**src/rtl/debounce_sync.sv**
```systemverilog
// Debouncer: multi-flop synchronizer, stability-count FSM, registered level and edge pulses.
// Optional macro DEBOUNCE_EDGE_EN builds the rise/fall pulse registers; otherwise both ports are tied low.
module debounce_sync #(
    parameter int SYNC_STAGES = 2,
    parameter int STABLE_CNT  = 50000,
    parameter int CNT_W       = 16
) (
    input  logic clk,
    input  logic reset,
    input  logic din,
    output logic dout,
    output logic rise,
    output logic fall,
    output logic busy
);

    typedef enum logic [1:0] {
        IDLE_LO,
        WAIT_HI,
        IDLE_HI,
        WAIT_LO
    } state_e;

    localparam logic [CNT_W-1:0] CNT_LAST = CNT_W'(STABLE_CNT - 1);
    localparam logic [CNT_W-1:0] CNT_ONE  = CNT_W'(1);

    logic [SYNC_STAGES-1:0] sync_q;
    logic [SYNC_STAGES-1:0] sync_d;
    logic                   s;

    state_e                 state_q;
    logic [CNT_W-1:0]       cnt_q;
    logic                   dout_q;
    logic                   busy_q;
    logic                   qual_hi;
    logic                   qual_lo;

    assign sync_d = {sync_q[SYNC_STAGES-2:0], din};
    assign s      = sync_q[SYNC_STAGES-1];

    // NOTE: reset is asynchronous and active-low, so every flop clears the moment reset drops, not at the next edge.
    always_ff @(posedge clk or negedge reset) begin
        if (!reset) begin
            sync_q <= '0;
        end else begin
            sync_q <= sync_d;
        end
    end

    // A candidate level qualifies on the edge that sees its STABLE_CNT-th consecutive sample.
    assign qual_hi = (state_q == WAIT_HI) && s  && (cnt_q == CNT_LAST);
    assign qual_lo = (state_q == WAIT_LO) && !s && (cnt_q == CNT_LAST);

    // NOTE: non-blocking assignments keep every register in this block reading pre-edge values of the others.
    always_ff @(posedge clk or negedge reset) begin
        if (!reset) begin
            state_q <= IDLE_LO;
            cnt_q   <= '0;
            dout_q  <= 1'b0;
            busy_q  <= 1'b0;
        end else begin
            unique case (state_q)
                IDLE_LO: begin
                    if (s) begin
                        state_q <= WAIT_HI;
                        cnt_q   <= CNT_ONE;
                        busy_q  <= 1'b1;
                    end else begin
                        cnt_q   <= '0;
                    end
                end
                WAIT_HI: begin
                    if (!s) begin
                        state_q <= IDLE_LO;
                        cnt_q   <= '0;
                        busy_q  <= 1'b0;
                    end else if (qual_hi) begin
                        state_q <= IDLE_HI;
                        cnt_q   <= '0;
                        dout_q  <= 1'b1;
                        busy_q  <= 1'b0;
                    end else begin
                        cnt_q   <= cnt_q + CNT_ONE;
                    end
                end
                IDLE_HI: begin
                    if (!s) begin
                        state_q <= WAIT_LO;
                        cnt_q   <= CNT_ONE;
                        busy_q  <= 1'b1;
                    end else begin
                        cnt_q   <= '0;
                    end
                end
                WAIT_LO: begin
                    if (s) begin
                        state_q <= IDLE_HI;
                        cnt_q   <= '0;
                        busy_q  <= 1'b0;
                    end else if (qual_lo) begin
                        state_q <= IDLE_LO;
                        cnt_q   <= '0;
                        dout_q  <= 1'b0;
                        busy_q  <= 1'b0;
                    end else begin
                        cnt_q   <= cnt_q + CNT_ONE;
                    end
                end
            endcase
        end
    end

    assign dout = dout_q;
    assign busy = busy_q;

`ifdef DEBOUNCE_EDGE_EN
    logic rise_q;
    logic fall_q;

    // Pulses land on the same edge that updates dout, so they line up with its new value.
    always_ff @(posedge clk or negedge reset) begin
        if (!reset) begin
            rise_q <= 1'b0;
            fall_q <= 1'b0;
        end else begin
            rise_q <= qual_hi;
            fall_q <= qual_lo;
        end
    end

    assign rise = rise_q;
    assign fall = fall_q;

    a_edge_excl: assert property (@(posedge clk) disable iff (!reset) !(rise_q && fall_q));
`else
    assign rise = 1'b0;
    assign fall = 1'b0;
`endif

    a_cnt_bound: assert property (@(posedge clk) disable iff (!reset) cnt_q <= CNT_LAST);
    a_busy_state: assert property (@(posedge clk) disable iff (!reset)
                                   busy_q == ((state_q == WAIT_HI) || (state_q == WAIT_LO)));

endmodule

```
**config.mk**
```make
export PLATFORM = sky130hd
export DESIGN_NAME = debounce_sync
export DESIGN_NICKNAME = d
export VERILOG_FILES = /design/src/rtl/debounce_sync.sv
export SDC_FILE = /design/constraint.sdc
export NUM_CORES = 1
export LEC_CHECK = 0
export CAP_MARGIN = 30
export CORE_MARGIN = 1
export CORE_UTILIZATION = 35
export DETAILED_ROUTE_END_ITERATION = 7
export HOLD_SLACK_MARGIN = 0.12
export SLEW_MARGIN = 20
export SYNTH_ARGS = -nofsm -noshare
export SYNTH_HDL_FRONTEND = slang
export SYNTH_SLANG_ARGS = --single-unit
```
**constraint.sdc**
```tcl
create_clock -name clk -period 3.6 [get_ports clk]
set_input_delay 0.9 -clock clk [delete_from_list [all_inputs] [get_ports clk]]
set_output_delay 0.9 -clock clk [all_outputs]
set_load 0.1 [all_outputs]
```
==> results.toml <==
[run_status]
status = "complete, but fails checks"
violations = "DRC"

[logic_synthesis]
synthesis.area_um2 = 1050
netlist-cell-type-count = 25
yosys.cell_count.top_type = "dfrtp_1"
synthXorXnorAreaFrac = 0.125
synthSimpleGateAreaFrac = 0.257
ys_ff_latch = 22
synth-compound-area-share = 0.0237
ys.flop_type = "dfrtp_1"
synth_mux_area_frac = 0.0142
async_flop_share = 1.00
netlist_top_cells_count = "22 x dfrtp_1, 20 x nor2_1, 13 x xnor2_1"
yosysSeqAreaShare = 0.522
yosys_warnings = 0
synthCells = 102
yosys-top-cells-area = "dfrtp_1 52%, xnor2_1 11%, nor2_1 7.1%"
synth_top_area_frac = 0.522
yosys.area_share.adder = 0.0119
yosysTopAreaCell = "dfrtp_1"
synth_top_family_by_area = "simple AND/OR/NAND/NOR gates"
synth_edf_count = 0
avgSynthCellArea_um2 = 10.3

[flow_run]
drv_cap = 0

[clock_network]
cts-root-buf = "clkbuf_4"
clk_latency_ns = 0.31
hold_buffers = 0
ctsResizeCount = 0
cts.clk_slew.worst_paths_ns = 0.12
cts_tree = "built"
post_cts_buffers = 0
cts_made_buffers = 3
h-tree-depth = 1
clockBufferDepth = 2
clock-sinks = 22

[sta]
tightest_slew_ns = 0.960
rsz0062_at_grt = "no"
setup_viol = 0
drv_slew = 0
final.period_utilization = 0.751
setup_slack_ns = 0.897
clock.fmax_mhz = 370
setup-tns-final_ns = 0
min_period_ns = 2.70
finalClockSkew_ns = 0.00748
hold_viol_final = 0
relSlewSlack = 0.358

[floorplanning]
start_util = 0.376
die_h_um = 56.9
dieArea_um2 = 3240
core_area_um2 = 2810
rows = 19
die_x_um = 56.9
pin_count = 7

[finish]
fillers = 279
fin_cells = 139
synthToLayoutAreaGrowth_pct = 8.07
drive_gt1_frac = 0.102
diodes = 0
layout.nets = 113

[pwr]
ir_drop_v = 0.000233
pwr_density_cell_nw_per_um2 = 373
leakage_nw = 0.434

[global_route]
grt-ovfl-total = 0
grt_pass1_wl_mm = 3.19
antenna_found_initial = 0
grt_usage = 0.129
grt_max_degree = 23
grt_pass1_vias = 689

[setup_path]
worstReg2RegStart = "cnt_q[4]"
critical_path.slowest_cell = "clkdlybuf4s50_1"
critical_path_class = "reg2out"
startpoint_type = "flip-flop"
path_buf_inv = 1
crit_chain = "clkdlybuf4s50_1"
cp_data_required_time_ns = 2.70
critPathLaunch = "dout"
crit_family = "buffers and inverters"
critPathMaxStageDelay_ns = 1.13
endpoint_kind = "output pin"
cp_max_fo = 2
arrival_ns = 1.80

[placement]
place.gp.congestion = 0.730
dp_cells = 135
dp_hpwl_mm = 1.26
port-buffer-count = 4
dp_slack_ns = 1.25

[route]
first_iter_violations = 39
routed_wl_mm = 1.80
drc_errors = 2
ant_nets = 0
dr.pass1.iters = 6
vias_per_cell = 5.30
drt-wirelength-per-cell_um = 13.0
num_vias = 737

[min_path]
hp-start = "sync_q[0]"
hold_class = "reg2reg"
## cell usage in the layout, fill, tap and decap left out
| cell | synthesis | final |
|---|---|---|
| a2bb2oi_1 | 1 | 1 |
| a31oi_1 | 1 | 1 |
| and2_1 | 2 | 2 |
| buf_2 | 0 | 1 |
| buf_4 | 2 | 1 |
| clkbuf_4 | 0 | 3 |
| clkbuf_8 | 0 | 1 |
| clkdlybuf4s50_1 | 0 | 2 |
| conb_1 | 1 | 2 |
| dfrtp_1 | 22 | 22 |
| ha_1 | 1 | 1 |
| inv_1 | 5 | 5 |
| mux2_4 | 1 | 1 |
| nand2_1 | 3 | 3 |
| nand3_1 | 6 | 6 |
| nand3_2 | 1 | 1 |
| nand3b_1 | 1 | 1 |
| nand4_1 | 4 | 4 |
| nand4b_1 | 1 | 1 |
| nor2_1 | 20 | 20 |
| nor3_1 | 4 | 4 |
| nor4_1 | 4 | 4 |
| o21ai_0 | 2 | 2 |
| or4_4 | 2 | 2 |
| or4b_1 | 1 | 1 |
| or4b_4 | 1 | 1 |
| xnor2_1 | 13 | 13 |
| xor2_1 | 2 | 2 |
## report_power, final
group | internal (mW) | switching, mW | total [mW] | leakage [nW]
Clock | 0.0618 | 0.0736 | 0.135 | 0.0210
Combinational | 0.00622 | 0.0283 | 0.0345 | 0.118
Sequential | 0.251 | 0.00419 | 0.256 | 0.296
## registers in the layout, summed over array words and instances (netlist names), named ones only
signal   flops
busy         1
cnt_q       16
sync_q       2
state_q      1
dout         1
## kinds of logic after synthesis
family	Yosys count
AO/OA/AOI/OAI	4
XOR/XNOR	15
adder cells (fa/ha/maj)	1
buffers and inverters	8
flip-flops	22
multiplexers	1
other	1
AND/OR/NAND/NOR	50
## worst paths after layout
kind	slack (ns)	depth (start not counted)	to
setup / recovery	0.90	1	dout
hold / removal	0.36	0	sync_q[1]
setup reg to reg	1.58	4	cnt_q[12]
hold reg to reg	0.36	0	sync_q[1]
max in group asynchronous	2.73	1	cnt_q[4]
min in group asynchronous	0.53	1	dout
## layer usage
| metal | global-route usage | wire length [µm] |
|---|---|---|
| met4 | 0.0453 | 16 |
| met2 | 0.198 | 836 |
| met5 | 0 | 0 |
| met3 | 0.0415 | 82 |
| met1 | 0.169 | 867 |
## metrics by stage
stage | utilization | hold WS (ns) | instance area, µm² | power [mW]
5_1_grt | 0.406 | 0.369 | 1140 | 0.444
4_1_cts | 0.408 | 0.365 | 1140 | 0.432
6_report | 0.406 | 0.362 | 1140 | 0.425
2_1_floorplan | - | 0.331 | 1060 | 0.287
3_3_place_gp | 0.395 | 0.333 | 1110 | 0.296
3_5_place_dp | 0.395 | 0.336 | 1110 | 0.296
## cell type report
class | instances | area, µm² | share of cell area
clock buffers | 4 | 36.3 | 0.0318
inverters | 5 | 18.8 | 0.0165
multi-input cells | 73 | 463 | 0.406
flip-flops and latches | 22 | 551 | 0.483
well taps | 31 | 38.8 | 0.0340
repair buffers | 4 | 32.5 | 0.0285
Power figures use the tool's default switching activity.
